### config.mk
export PLATFORM = sky130hd
export DESIGN_NAME = serial_sub
export DESIGN_NICKNAME = d
export VERILOG_FILES = /design/src/rtl/serial_sub_pkg.sv /design/src/rtl/serial_sub_fs_bit.sv /design/src/rtl/serial_sub.sv
export SDC_FILE = /design/constraint.sdc
export NUM_CORES = 1
export LEC_CHECK = 0
export ABC_AREA = 1
export CAP_MARGIN = 20
export CELL_PAD_IN_SITES_DETAIL_PLACEMENT = 1
export CELL_PAD_IN_SITES_GLOBAL_PLACEMENT = 1
export CORE_MARGIN = 1.5
export CORE_UTILIZATION = 40
export DETAILED_ROUTE_END_ITERATION = 12
export PLACE_DENSITY_LB_ADDON = 0.1
export SLEW_MARGIN = 0
export SYNTH_ARGS = -nofsm -noshare
export SYNTH_HDL_FRONTEND = slang
export SYNTH_SLANG_ARGS = --single-unit
export TNS_END_PERCENT = 20
### constraint.sdc
create_clock -name clk -period 2.16 [get_ports clk]
set_input_delay 0.324 -clock clk [delete_from_list [all_inputs] [get_ports clk]]
set_output_delay 0.324 -clock clk [all_outputs]
set_load 0.01 [all_outputs]
### src/rtl/serial_sub_pkg.sv
// serial_sub_pkg: shared types and constants for the bit-serial subtractor.
//   state_e    - controller states (idle / shifting / done pulse)
//   DefaultWidth - default operand width
//   cnt_width()  - bit counter width for a given operand width
package serial_sub_pkg;

  localparam int unsigned DefaultWidth = 8;

  // Counter must be able to hold values 0..width.
  function automatic int unsigned cnt_width(input int unsigned width);
    return $clog2(width + 1);
  endfunction

  typedef enum logic [1:0] {
    StIdle,
    StShift,
    StDone
  } state_e;

endpackage

### src/rtl/serial_sub_fs_bit.sv
// fs_bit: combinational one-bit full subtractor, computes a - b - c.
// Ports:
//   a, b, c - minuend bit, subtrahend bit, borrow in
//   diff    - difference bit
//   borrow  - borrow out
module fs_bit (
  input  logic a,
  input  logic b,
  input  logic c,
  output logic diff,
  output logic borrow
);

  assign diff   = a ^ b ^ c;
  assign borrow = (~a & b) | (~a & c) | (b & c);

endmodule

### src/rtl/serial_sub.sv
// serial_sub: bit-serial unsigned subtractor, diff = (a - b - bin) mod 2^WIDTH, LSB first,
// one bit per clock through a single fs_bit cell.
// Optional feature macro: SERIAL_SUB_BORROW_IN_EN adds the borrow_in port (bin = borrow_in);
// otherwise bin = 0.
// Ports:
//   clk, rst        - clock, asynchronous active-high reset
//   start           - request, sampled only in idle
//   a, b            - operands, sampled on the accepting edge
//   borrow_in       - (optional) borrow into the LSB, sampled with a/b
//   busy            - high while bits are being processed
//   done            - one-cycle pulse when diff/borrow_out become valid
//   diff            - result register (shows partial values while busy)
//   borrow_out      - final borrow, i.e. a < b + bin
module serial_sub
  import serial_sub_pkg::*;
#(
  parameter int unsigned WIDTH = DefaultWidth
) (
  input  logic             clk,
  input  logic             rst,
  input  logic             start,
  input  logic [WIDTH-1:0] a,
  input  logic [WIDTH-1:0] b,
`ifdef SERIAL_SUB_BORROW_IN_EN
  input  logic             borrow_in,
`endif
  output logic             busy,
  output logic             done,
  output logic [WIDTH-1:0] diff,
  output logic             borrow_out
);

  localparam int unsigned CntW = cnt_width(WIDTH);

  state_e          state;
  logic [WIDTH-1:0] a_sh;
  logic [WIDTH-1:0] b_sh;
  logic            br;
  logic [CntW-1:0] cnt;
  logic            bin;
  logic            cell_diff;
  logic            cell_borrow;

`ifdef SERIAL_SUB_BORROW_IN_EN
  assign bin = borrow_in;
`else
  assign bin = 1'b0;
`endif

  fs_bit u_fs_bit (
    .a     (a_sh[0]),
    .b     (b_sh[0]),
    .c     (br),
    .diff  (cell_diff),
    .borrow(cell_borrow)
  );

  always_ff @(posedge clk or posedge rst) begin
    if (rst) begin
      state      <= StIdle;
      a_sh       <= '0;
      b_sh       <= '0;
      br         <= 1'b0;
      cnt        <= '0;
      busy       <= 1'b0;
      done       <= 1'b0;
      diff       <= '0;
      borrow_out <= 1'b0;
    end else begin
      case (state)
        StIdle: begin
          if (start) begin
            a_sh  <= a;
            b_sh  <= b;
            br    <= bin;
            cnt   <= '0;
            busy  <= 1'b1;
            state <= StShift;
          end
        end
        StShift: begin
          a_sh <= a_sh >> 1;
          b_sh <= b_sh >> 1;
          br   <= cell_borrow;
          // Result enters at the MSB so the LSB lands at bit 0 after WIDTH shifts.
          diff <= {cell_diff, diff[WIDTH-1:1]};
          cnt  <= cnt + 1'b1;
          if (cnt == CntW'(WIDTH - 1)) begin
            busy       <= 1'b0;
            done       <= 1'b1;
            borrow_out <= cell_borrow;
            state      <= StDone;
          end
        end
        StDone: begin
          done  <= 1'b0;
          state <= StIdle;
        end
        default: state <= StIdle;
      endcase
    end
  end

endmodule
## After elaboration in Yosys (flattened, before gate mapping)

Index checks and enable logic that the tools add are counted.

| cells by class | value |
|---|---|
| $add $sub $neg | 1 |
| equality and inequality tests | 5 |
| mux-type cells | 16 |
| bitwise logic cells | 8 |
| reduce and logical (&&, ||, !) cells | 8 |

Operator list:

| kind | count |
|---|---|
| case mux 8 bit (2 select lines) | 2 |
| 2-to-1 mux 8 bit | 2 |
| case mux 4 bit (2 select lines) | 1 |
| AND reduction 2 bit | 4 |
| case mux 1 bit (2 select lines) | 3 |
| adder 4 x 1 -> 4 bit, second input constant | 1 |
| equality test 4 x 3 -> 1 bit, second input constant | 1 |
| 2-to-1 mux 1 bit | 4 |
| 2-to-1 mux 2 bit | 2 |
| 2-to-1 mux 4 bit | 1 |
| inequality test 2 bit, second input constant | 2 |
| case mux 2 bit (2 select lines) | 1 |
| nonzero test 2 bit | 2 |
| AND 1 bit | 3 |
| AND reduction 3 bit | 1 |
| equality test 2 x 1 -> 1 bit, second input constant | 1 |
| equality test 2 bit, second input constant | 1 |
| logical NOT 2 bit | 1 |
| OR 1 bit | 2 |
| bitwise XOR 1 bit | 2 |
| NOT 1 bit | 1 |

| word-level totals | value |
|---|---|
| flip-flop bits (word level) | 34 |
| bits of input ports | 19 |
| output and inout port bits | 11 |

## Logic depth before layout (Yosys ltp)

Gate-level depths: netlist of the first run.

| logic depth | value |
|---|---|
| depth in word-level cells | 5 |
| gate-level depth with buffers | 7 |
| gate-level depth less buffers | 6 |

## By module

From an unflattened synthesis of the first run, not the netlist that was laid out.

| unflattened totals | value |
|---|---|
| cells, all modules | 172 |
| area, all modules | 1520.2 µm² |

Modules (own cells, without submodules):

| module | times used | cells each | area an instance (µm²) |
|---|---|---|---|
| serial_sub | 1 | 169 | 1492.7 |
| fs_bit | 1 | 3 | 27.5 |

## Worst setup path after synthesis of the first run

OpenSTA, ideal clock, no wires.

| path | value |
|---|---|
| path type | register to register |
| from | reg br |
| to | reg diff[7] |
| arrival | 964 ps |
| required time | 2034 ps |
| slack | 1070 ps |
| stages on the path, launching flop included | 3 |
| clock period less this slack | 1090 ps |
| cells stage by stage | dfrtp_1 -> fa_1 -> o21ai_0 |

| between the ends | value |
|---|---|
| cells in the longest elaborated chain, start to end | 1 |

Ends and longest elaborated chain:

| what | RTL line | text |
|---|---|---|
| start, declared | serial_sub.sv:38 | `logic br;` |
| start signal, assigned | serial_sub.sv:75 | `br <= bin;` |
| start signal, assigned | serial_sub.sv:84 | `br <= cell_borrow;` |
| bitwise XOR 1 bit | serial_sub_fs_bit.sv:14 | `assign diff = a ^ b ^ c;` |
| end signal, assigned | serial_sub.sv:86 | `diff <= {cell_diff, diff[WIDTH-1:1]};` |
| end, declared | serial_sub.sv:29 | `output logic [WIDTH-1:0] diff,` |

No other way between the ends.
A chain may end at the register's enable or synchronous reset.

## Worst setup path in the final report of the first run

| path | value |
|---|---|
| from | reg diff[7] |
| to | out diff[7] |

No word-level cell between the ends.

==> reports/qor.yml, run 1 <==
post_cts_buffers: 0
wirelength_um: 3054
cp.depth: 1
cp.required_ns: 1.84
fp.coreArea_sq_mm: 0.003442
rsz0062_at_grt: "no"
yosysTopAreaCell: "dfrtp_1"
synth_area_leaders: "dfrtp_1 (57%), nand2_1 (21%), nand3_1 (5.7%)"
synth_cell_types: 18
vias: 1194
fin_skew_ns: 0.002113
synth.avg_cell_area_sq_um: 8.773
h-tree-depth: 2
cp-end-kind: "output pin"
worst_pin_slew_ns: 0.4230
placement.cell_area_sq_mm: 0.001778
die_w_um: 63.88
num_antenna_cells: 0
period_share_pct: 72.27
cp.arrival_ns: 1.24
power_mw: 2.524
num-nets-final: 221
final_cells: 247
fin_util_pct: 54.31
area_growth_pct: 26.08
reg2regPathDepth: 5
r2r-start: "state[0]$_DFFE_PP0P_"
synth_edf_count: 0
pre_cts_ws_ns: 0.6036
portBuffers: 29
crit_chain: "clkdlybuf4s50_1"
grt.total_usage_pct: 17.75
hp-class: "in2async"
start_kind: "flip-flop"
cts-root-buf: "clkbuf_8"
grt_pass1_wl_um: 5533
cts.sinks: 34
cts_buffers: 5
critical-path-top-delay-family: "buffers and inverters"
synthFlopType: "dfrtp_1"
drive_gt1_share_pct: 7.463
cap_violations: 0
path_class: "reg2out"
outcome: "finished clean"
powerDensity_mw_per_mm2: 1350
whs_ns: 0.4369
netlist_area_sq_mm: 0.001483
async_reset_ff_share_pct: 100.0
r2r_setup_slack_ns: 0.87
ir_drop_mv: 0.4720
yosysSeqAreaShare_pct: 57.38
drc: 0
cts_hold_buf: 0
period_needed_ns: 1.561
tns_ns: 0
routed_via_density: 4.834
relSlewSlack_pct: 71.80
timing.critical_path.buf_inv: 1
cts_tree: "done"
fmax_ghz: 0.6406
synth.most_common_cell: "nand2_1"
start_util_pct: 43.08
clock_path_buffers: 2
dieArea_sq_mm: 0.004081
cts.reportedPaths.clkPinSlew_ns: 0.06
antenna_found_initial: 0
hold_viol: 0
drt_iter0_markers: 19
clk_latency_ns: 0.28
slew_violations: 0
rr_endpoint: "borrow_out$_DFFE_PP0P_"
ant_nets: 0
drtPass1Iterations: 4
row_count: 21
setup_viol: 0
yosys-top-cells-count: "nand2_1 (83), dfrtp_1 (34), nand3_1 (17)"
gp_congestion: 0.7270
cp_max_fo: 3
placed_cells: 239
final_area_sq_mm: 0.001869
synth_top_cell_area_share_pct: 57.38
fin_ws_ns: 0.5989
first_global_vias: 1231
synthesis.nets: 190
critPathMaxStageDelay_ns: 0.57
p_leak_nw: 0.9206
ys_seq_elements: 34
pin_count: 30
grt_max_degree: 35
die_h_um: 63.88
yosys_warnings: 0
crit_path_top_delay_cell: "clkdlybuf4s50_1"
setup.worst_path.end: "diff[7]"
synthCells: 169
crit_start: "diff[7]$_DFFE_PP0P_"
cts_resized: 0
grt_overflow: 0
wl_per_cell_um: 12.36
dpl.hpwl_um: 2167
fillers: 421
==> registers in the layout, summed over array words and instances, names as in the netlist <==
| name | count |
|---|---|
| state | 2 |
| a_sh | 8 |
| borrow_out | 1 |
| b_sh | 8 |
| busy | 1 |
| br | 1 |
| done | 1 |
| diff | 8 |
| cnt | 4 |
==> final cells by class <==
type | count | area [sq um] | share of cell area [%]
Clock buffer | 7 | 86.33 | 4.618
Clock inverter | 1 | 5.005 | 0.2677
Inverter | 10 | 40.04 | 2.142
Multi-Input combinational cell | 119 | 531.8 | 28.45
Sequential cell | 34 | 850.8 | 45.52
Tap cell | 46 | 57.56 | 3.079
Timing Repair Buffer | 30 | 297.8 | 15.93
==> cells by family (layout without fill, tap and decap cells) <==
family / after synthesis / after routing / share of synthesized area (%)
AND/OR/NAND/NOR: 108 / 108 / 30.63
flip-flops: 34 / 34 / 57.38
buffers and inverters: 16 / 48 / 6.751
AO/OA/AOI/OAI: 9 / 9 / 3.037
adder cells (fa/ha/maj): 2 / 2 / 2.194
==> layer usage <==
layer | vias up | routed length, um | share of wire, % | track usage (%)
met2 | 26 | 1560 | 51 | 31.12
li1 | 583 | - | - | -
met5 | - | 0 | 0 | 0
met3 | 7 | 144 | 4.7 | 5.810
met1 | 578 | 1296 | 42 | 20.33
met4 | 0 | 53 | 1.7 | 5.707
==> layout by cell type, fill, tap and decap left out, drive strengths merged <==
cell / count
clkbuf: 7
inv: 10
nor2: 4
clkdlybuf4s50: 29
a21oi: 1
dfrtp: 34
o21ai: 8
nand3: 17
ha: 1
nand2: 86
nand4: 1
clkinv: 1
fa: 1
buf: 1
==> power breakdown <==
group | total [mW] | switching (mW) | internal [mW] | leakage, nW
Clock | 0.470 | 0.213 | 0.257 | 0.0482
Sequential | 1.11 | 0.196 | 0.912 | 0.432
Combinational | 0.946 | 0.535 | 0.411 | 0.440
Total | 2.52 | 0.944 | 1.58 | 0.921
==> how the worst min path moves through the flow <==
stage                          endpoint  slack (ns)  cells past startpoint
CTS                 a_sh[2]$_DFFE_PP0P_        0.46                      3
finish              diff[5]$_DFFE_PP0P_        0.44                      3
floorplan           a_sh[7]$_DFFE_PP0P_        0.44                      2
detailed placement  a_sh[7]$_DFFE_PP0P_        0.46                      2
global placement    b_sh[7]$_DFFE_PP0P_        0.45                      2
global route        diff[3]$_DFFE_PP0P_        0.48                      3
No activity file was read; power rests on OpenSTA's default activity.
==> run 2, diff against run 1 <==
--- a/config.mk
+++ b/config.mk
@@ -10,7 +10,7 @@
 export CELL_PAD_IN_SITES_DETAIL_PLACEMENT = 1
 export CELL_PAD_IN_SITES_GLOBAL_PLACEMENT = 1
 export CORE_MARGIN = 1.5
-export CORE_UTILIZATION = 40
+export CORE_UTILIZATION = 37
 export DETAILED_ROUTE_END_ITERATION = 12
 export PLACE_DENSITY_LB_ADDON = 0.1
 export SLEW_MARGIN = 0
==> constraint.sdc (replaced) <==
create_clock -name clk -period 1.48 [get_ports clk]
set_input_delay 0.222 -clock clk [delete_from_list [all_inputs] [get_ports clk]]
set_output_delay 0.222 -clock clk [all_outputs]
set_load 0.01 [all_outputs]
==> reports/qor.yml, run 2 (synthesis results as in run 1) <==
routed_via_density: 4.920  # was 4.834
die_w_um: 66.30  # was 63.88 um
r2r-start: "state[0]$_DFFE_PP0P_"  # unchanged
drive_gt1_share_pct: 8.867  # was 7.463%
final_common_cell: "nand2_1"  # unchanged
dieArea_sq_mm: 0.004396  # was 0.004081 sq mm
drt_iter0_markers: 44  # was 19
relSlewSlack_pct: 77.21  # was 71.80%
grt_max_degree: 35  # unchanged
h-tree-depth: 2  # unchanged
num_antenna_cells: 0  # unchanged
cp-end-kind: "output pin"  # unchanged
worst_pin_slew_ns: 0.3414  # was 0.4230 ns
first_global_vias: 1206  # was 1,231
clock_path_buffers: 2  # unchanged
row_count: 22  # was 21
ant_nets: 0  # unchanged
critPathMaxStageDelay_ns: 0.54  # was 0.57 ns
grt_use_met3_pct: 4.089  # was 5.810%
fmax_ghz: 0.6983
cp.arrival_ns: 1.21  # was 1.24 ns
p_leak_nw: 0.9844  # was 0.9206 nW
timing.critical_path.buf_inv: 1  # unchanged
tns_ns: 0  # unchanged
cts_tree: "done"  # unchanged
start_util_pct: 39.61  # was 43.08%
cts.sinks: 34  # unchanged
path_class: "reg2out"  # unchanged
dpl.hpwl_um: 2267  # was 2167 um
drtPass1Iterations: 4  # unchanged
wl_per_cell_um: 12.65  # was 12.36 um
cts.reportedPaths.clkPinSlew_ns: 0.07  # was 0.06 ns
fin_skew_ns: 0.008233  # was 0.002113 ns
grt.total_usage_pct: 16.87  # was 17.75%
grt_overflow: 0  # unchanged
hp-class: "in2async"  # unchanged
cp_max_fo: 3  # unchanged
powerDensity_mw_per_mm2: 2085  # was 1350 mW/mm^2
cts-root-buf: "clkbuf_8"  # unchanged
drc: 0  # unchanged
cp.required_ns: 1.26  # was 1.84 ns
period_share_pct: 96.76
outcome: "finished clean"  # unchanged
vias: 1235  # was 1,194
pin_count: 30  # unchanged
hold_viol: 0  # unchanged
final_area_sq_mm: 0.001968  # was 0.001869 sq mm
reg2regPathDepth: 5  # unchanged
pre_cts_ws_ns: 0.08075  # was 0.6036 ns
cts_hold_buf: 0  # unchanged
area_growth_pct: 32.74  # was 26.08%
busiest_layer: "met2"  # unchanged
start_kind: "flip-flop"  # unchanged
fin_ws_ns: 0.04795  # was 0.5989 ns
clk_latency_ns: 0.29  # was 0.28 ns
placement.cell_area_sq_mm: 0.001821  # was 0.001778 sq mm
critical-path-top-delay-family: "buffers and inverters"  # unchanged
cp.depth: 1  # unchanged
antenna_found_initial: 0  # unchanged
setup_viol: 0  # unchanged
crit_path_top_delay_cell: "clkdlybuf4s50_1"  # unchanged
fp.coreArea_sq_mm: 0.003744  # was 0.003442 sq mm
gp_congestion: 0.7104  # was 0.7270
fin_util_pct: 52.57  # was 54.31%
top_regs: "a_sh: 8 flops, b_sh: 8 flops, diff: 8 flops"  # unchanged
wirelength_um: 3174  # was 3054 um
slew_violations: 0  # unchanged
met1_usage_pct: 18.52  # was 20.33%
fillers: 446  # was 421
die_h_um: 66.30  # was 63.88 um
met2_usage_pct: 28.88  # was 31.12%
crit_chain: "clkdlybuf4s50_1"  # unchanged
ir_drop_mv: 0.7272  # was 0.4720 mV
period_needed_ns: 1.432
portBuffers: 29  # unchanged
num-nets-final: 223  # was 221
crit_start: "diff[2]$_DFFE_PP0P_"  # was diff[7]$_DFFE_PP0P_
rsz0062_at_grt: "no"  # unchanged
cts_buffers: 5  # unchanged
grt_pass1_wl_um: 5354  # was 5533 um
power_mw: 4.103  # was 2.524 mW
cap_violations: 0  # unchanged
final_cell_mix: "nand2_1 (83), dfrtp_1 (34), clkdlybuf4s50_1 (27)"  # was nand2_1 (83), dfrtp_1 (34), clkdlybuf4s50_1 (29)
[run 2: changes by cell type in the layout (fill, tap and decap cells not counted)]
cell,before,now
buf_12,0,2
bufinv_16,0,2
clkdlybuf4s50_1,29,27
dlymetal6s2s_1,0,2
clkbuf_1,1,0
clkinv_2,1,0
[run 2: worst paths after layout]
| kind | to | slack (ns) |
|---|---|---|
| worst min register to register | busy$_DFFE_PP0P_ | 0.48 |
| min in group clk | busy$_DFFE_PP0P_ | 0.48 |
| max in group asynchronous | b_sh[7]$_DFFE_PP0P_ | 1.03 |
| worst max-delay path | diff[2] | 0.05 |
| worst max register to register | br$_DFFE_PP0P_ | 0.20 |
| worst min-delay path | diff[5]$_DFFE_PP0P_ | 0.27 |
[run 2: stage by stage]
step / std cells / hold WS (ns)
after global routing: 251 / 0.3136
after CTS: 251 / 0.2764
after floorplan: 169 / 0.3386
after detailed placement: 243 / 0.4658
after global placement: 243 / 0.4545
final: 251 / 0.2687
[run 2: what timing repair did]
item | 4_1_cts | 5_1_grt
buffers inserted | 0 | 0
setup endpoints to repair | 0 | 2
endpoints found under the hold margin | 0 | 0
gates resized for setup | 0 | 2
[run 2: area by class of cell]
cell class                 instances  area (sq um)  share of cell area, %
tap                               48         60.06                  3.051
clock buffer                       6         82.58                  4.196
timing repair buffer              32         342.8                  17.42
clock inverter                     2         60.06                  3.051
sequential                        34         850.8                  43.23
inverter                          10         40.04                  2.034
multi-input combinational        119         531.8                  27.02
[run 2: worst min-delay path, delay by kind of cell]
family                 cells  cell delay, ns
buffers and inverters      3            0.69
[run 2: power by group]
group / total, mW / switching (mW) / internal (mW)
combinational: 1.44 / 0.792 / 0.643
sequential: 1.61 / 0.277 / 1.33
clock: 1.06 / 0.341 / 0.718
[run 2: routing by layer]
metal / vias to the layer above / part of all wire [%] / wire, um
li1: 589 / - / -
met1: 609 / 42 / 1340
met2: 28 / 51 / 1612
met3: 9 / 4.2 / 132
met4: 0 / 2.8 / 88
met5: - / 0 / 0
==> run 3, diff against run 2 <==
--- a/config.mk
+++ b/config.mk
@@ -13,6 +13,7 @@
 export CORE_UTILIZATION = 37
 export DETAILED_ROUTE_END_ITERATION = 12
 export PLACE_DENSITY_LB_ADDON = 0.1
+export SETUP_SLACK_MARGIN = 0.02
 export SLEW_MARGIN = 0
 export SYNTH_ARGS = -nofsm -noshare
 export SYNTH_HDL_FRONTEND = slang
==> reports/qor.yml, run 3 (synthesis results as in run 1) <==
portBuffers: 29  # unchanged
p_leak_nw: 1.038  # was 0.9844 nW
p_int_mw: 2.680  # was 2.692 mW
period_share_pct: 95.49  # was 96.76%
clk_latency_ns: 0.29  # about the same
fin_util_pct: 52.84  # was 52.57%
die_w_um: 66.30  # unchanged
r2r_setup_slack_ns: 0.20  # about the same
grt_pass1_wl_um: 5354  # unchanged
cts.reportedPaths.clkPinSlew_ns: 0.07  # about the same
ant_nets: 0  # unchanged
hold_viol: 0  # unchanged
hp-class: "in2async"  # unchanged
timing.critical_path.buf_inv: 1  # unchanged
final_cell_mix: "nand2_1 (83), dfrtp_1 (34), clkdlybuf4s50_1 (23)"  # was nand2_1 (83), dfrtp_1 (34), clkdlybuf4s50_1 (27)
start_util_pct: 39.61  # unchanged
h-tree-depth: 2  # unchanged
final_area_sq_mm: 0.001978  # was 0.001968 sq mm
fmax_ghz: 0.7076  # was 0.6983 GHz
first_global_vias: 1206  # unchanged
placement.cell_area_sq_mm: 0.001821  # unchanged
period_needed_ns: 1.413  # was 1.432 ns
rsz0062_at_grt: "no"  # unchanged
wl_per_cell_um: 12.68  # was 12.65 um
worst_pin_slew_ns: 0.3414  # about the same
final_common_cell: "nand2_1"  # unchanged
routed_via_density: 4.920  # unchanged
cts-root-buf: "clkbuf_8"  # unchanged
cts_tree: "done"  # unchanged
fp.coreArea_sq_mm: 0.003744  # unchanged
gp_congestion: 0.7104  # unchanged
num_antenna_cells: 0  # unchanged
relSlewSlack_pct: 77.21  # about the same
fin_skew_ns: 0.008233  # unchanged
antenna_found_initial: 0  # unchanged
sequentialPowerShare_pct: 39.3  # was 39.2%
switchingPower_mw: 1.410  # was 1.411 mW
pwr-share-comb_pct: 34.8  # was 35.0%
cp.required_ns: 1.26  # about the same
critical-path-top-delay-family: "buffers and inverters"  # unchanged
cts_hold_buf: 0  # unchanged
start_kind: "flip-flop"  # unchanged
dieArea_sq_mm: 0.004396  # unchanged
grt_max_degree: 35  # unchanged
drc: 0  # unchanged
top_regs: "a_sh: 8 flops, b_sh: 8 flops, diff: 8 flops"  # unchanged
clkPwrFrac_pct: 25.9  # was 25.8%
cp_max_fo: 2  # was 3
clock_path_buffers: 2  # unchanged
cts_buffers: 5  # unchanged
critPathMaxStageDelay_ns: 0.54  # about the same
cp-end-kind: "output pin"  # unchanged
cp.arrival_ns: 1.19  # was 1.21 ns
crit_path_top_delay_cell: "clkdlybuf4s50_1"  # unchanged
wirelength_um: 3183  # was 3174 um
num-nets-final: 223  # unchanged
path_class: "reg2out"  # unchanged
vias: 1235  # unchanged
fin_ws_ns: 0.06674  # was 0.04795 ns
crit_chain: "clkdlybuf4s50_1"  # unchanged
ir_drop_mv: 0.7272  # about the same
drt_iter0_markers: 44  # unchanged
power_mw: 4.089  # was 4.103 mW
drive_gt1_share_pct: 8.867  # unchanged
swShare_pct: 34.47  # was 34.39%
slew_violations: 0  # unchanged
grt.total_usage_pct: 16.87  # unchanged
powerDensity_mw_per_mm2: 2067  # was 2085 mW/mm^2
reg2regPathDepth: 5  # unchanged
die_h_um: 66.30  # unchanged
drtPass1Iterations: 4  # unchanged
pin_count: 30  # unchanged
r2r-start: "state[0]$_DFFE_PP0P_"  # unchanged
cap_violations: 0  # unchanged
rr_endpoint: "br$_DFFE_PP0P_"  # unchanged
grt_overflow: 0  # unchanged
outcome: "finished clean"  # unchanged
row_count: 22  # unchanged
area_growth_pct: 33.42  # was 32.74%
cts.sinks: 34  # unchanged
tns_ns: 0  # unchanged
setup_viol: 0  # unchanged
dpl.hpwl_um: 2267  # unchanged
pre_cts_ws_ns: 0.08075  # unchanged
==> run 3: cell count changes in the layout (fill, tap and decap cells not counted) <==
cell / previous run / this run
clkdlybuf4s50_1: 27 / 23
dlymetal6s2s_1: 2 / 6
==> run 3: layout make-up <==
| class | count | area [sq um] |
|---|---|---|
| Clock inverter | 2 | 60.06 |
| Multi-Input combinational cell | 119 | 531.8 |
| Inverter | 10 | 40.04 |
| Fill cell | 445 | 1765 |
| Sequential cell | 34 | 850.8 |
| Clock buffer | 6 | 82.58 |
| Timing Repair Buffer | 32 | 352.8 |
| Tap cell | 48 | 60.06 |
==> run 3: through the flow <==
step	cells	hold WS (ns)
2_1_floorplan	169	0.3386
3_3_place_gp	243	0.4545
3_5_place_dp	243	0.4658
4_1_cts	251	0.2764
5_1_grt	251	0.3136
6_report	251	0.2687
==> run 3: how the worst max path moves through the flow <==
stage / start / end / slack, ns / depth (start not counted)
CTS: diff[6]$_DFFE_PP0P_ / diff[6] / 0.03 / 1
detailed placement: start / br$_DFFE_PP0P_ / 0.08 / 6
floorplan: br$_DFFE_PP0P_ / diff[7]$_DFFE_PP0P_ / 0.39 / 2
global route: borrow_out$_DFFE_PP0P_ / borrow_out / 0.03 / 1
global placement: start / b_sh[2]$_DFFE_PP0P_ / 0.13 / 6
finish: borrow_out$_DFFE_PP0P_ / borrow_out / 0.07 / 1
==> run 3: timing repair <==
| action | CTS | global route |
|---|---|---|
| setup buffers | 0 | 0 |
| resized for setup | 0 | 6 |
| endpoints found under the setup margin | 0 | 6 |
| hold endpoints to repair | 0 | 0 |
==> run 3: metal layers <==
metal / share of wire, % / global-route usage [%]
met1: 42 / 18.52
met2: 51 / 28.88
met3: 4.3 / 4.089
met4: 2.8 / 10.71
met5: 0 / 0
==> run 3: worst min-delay path, delay by kind of cell <==
family   cells  cell delay (ns)
buf+inv      3             0.69
==> run 3: power groups by stage <==
stage	clock [mW]	sequential (mW)	combinational [mW]
floorplan	0	1.63	0.923
global placement	0	1.61	1.40
detailed placement	0	1.63	1.48
CTS	1.08	1.61	1.49
global route	1.12	1.66	1.64
finish	1.06	1.61	1.42
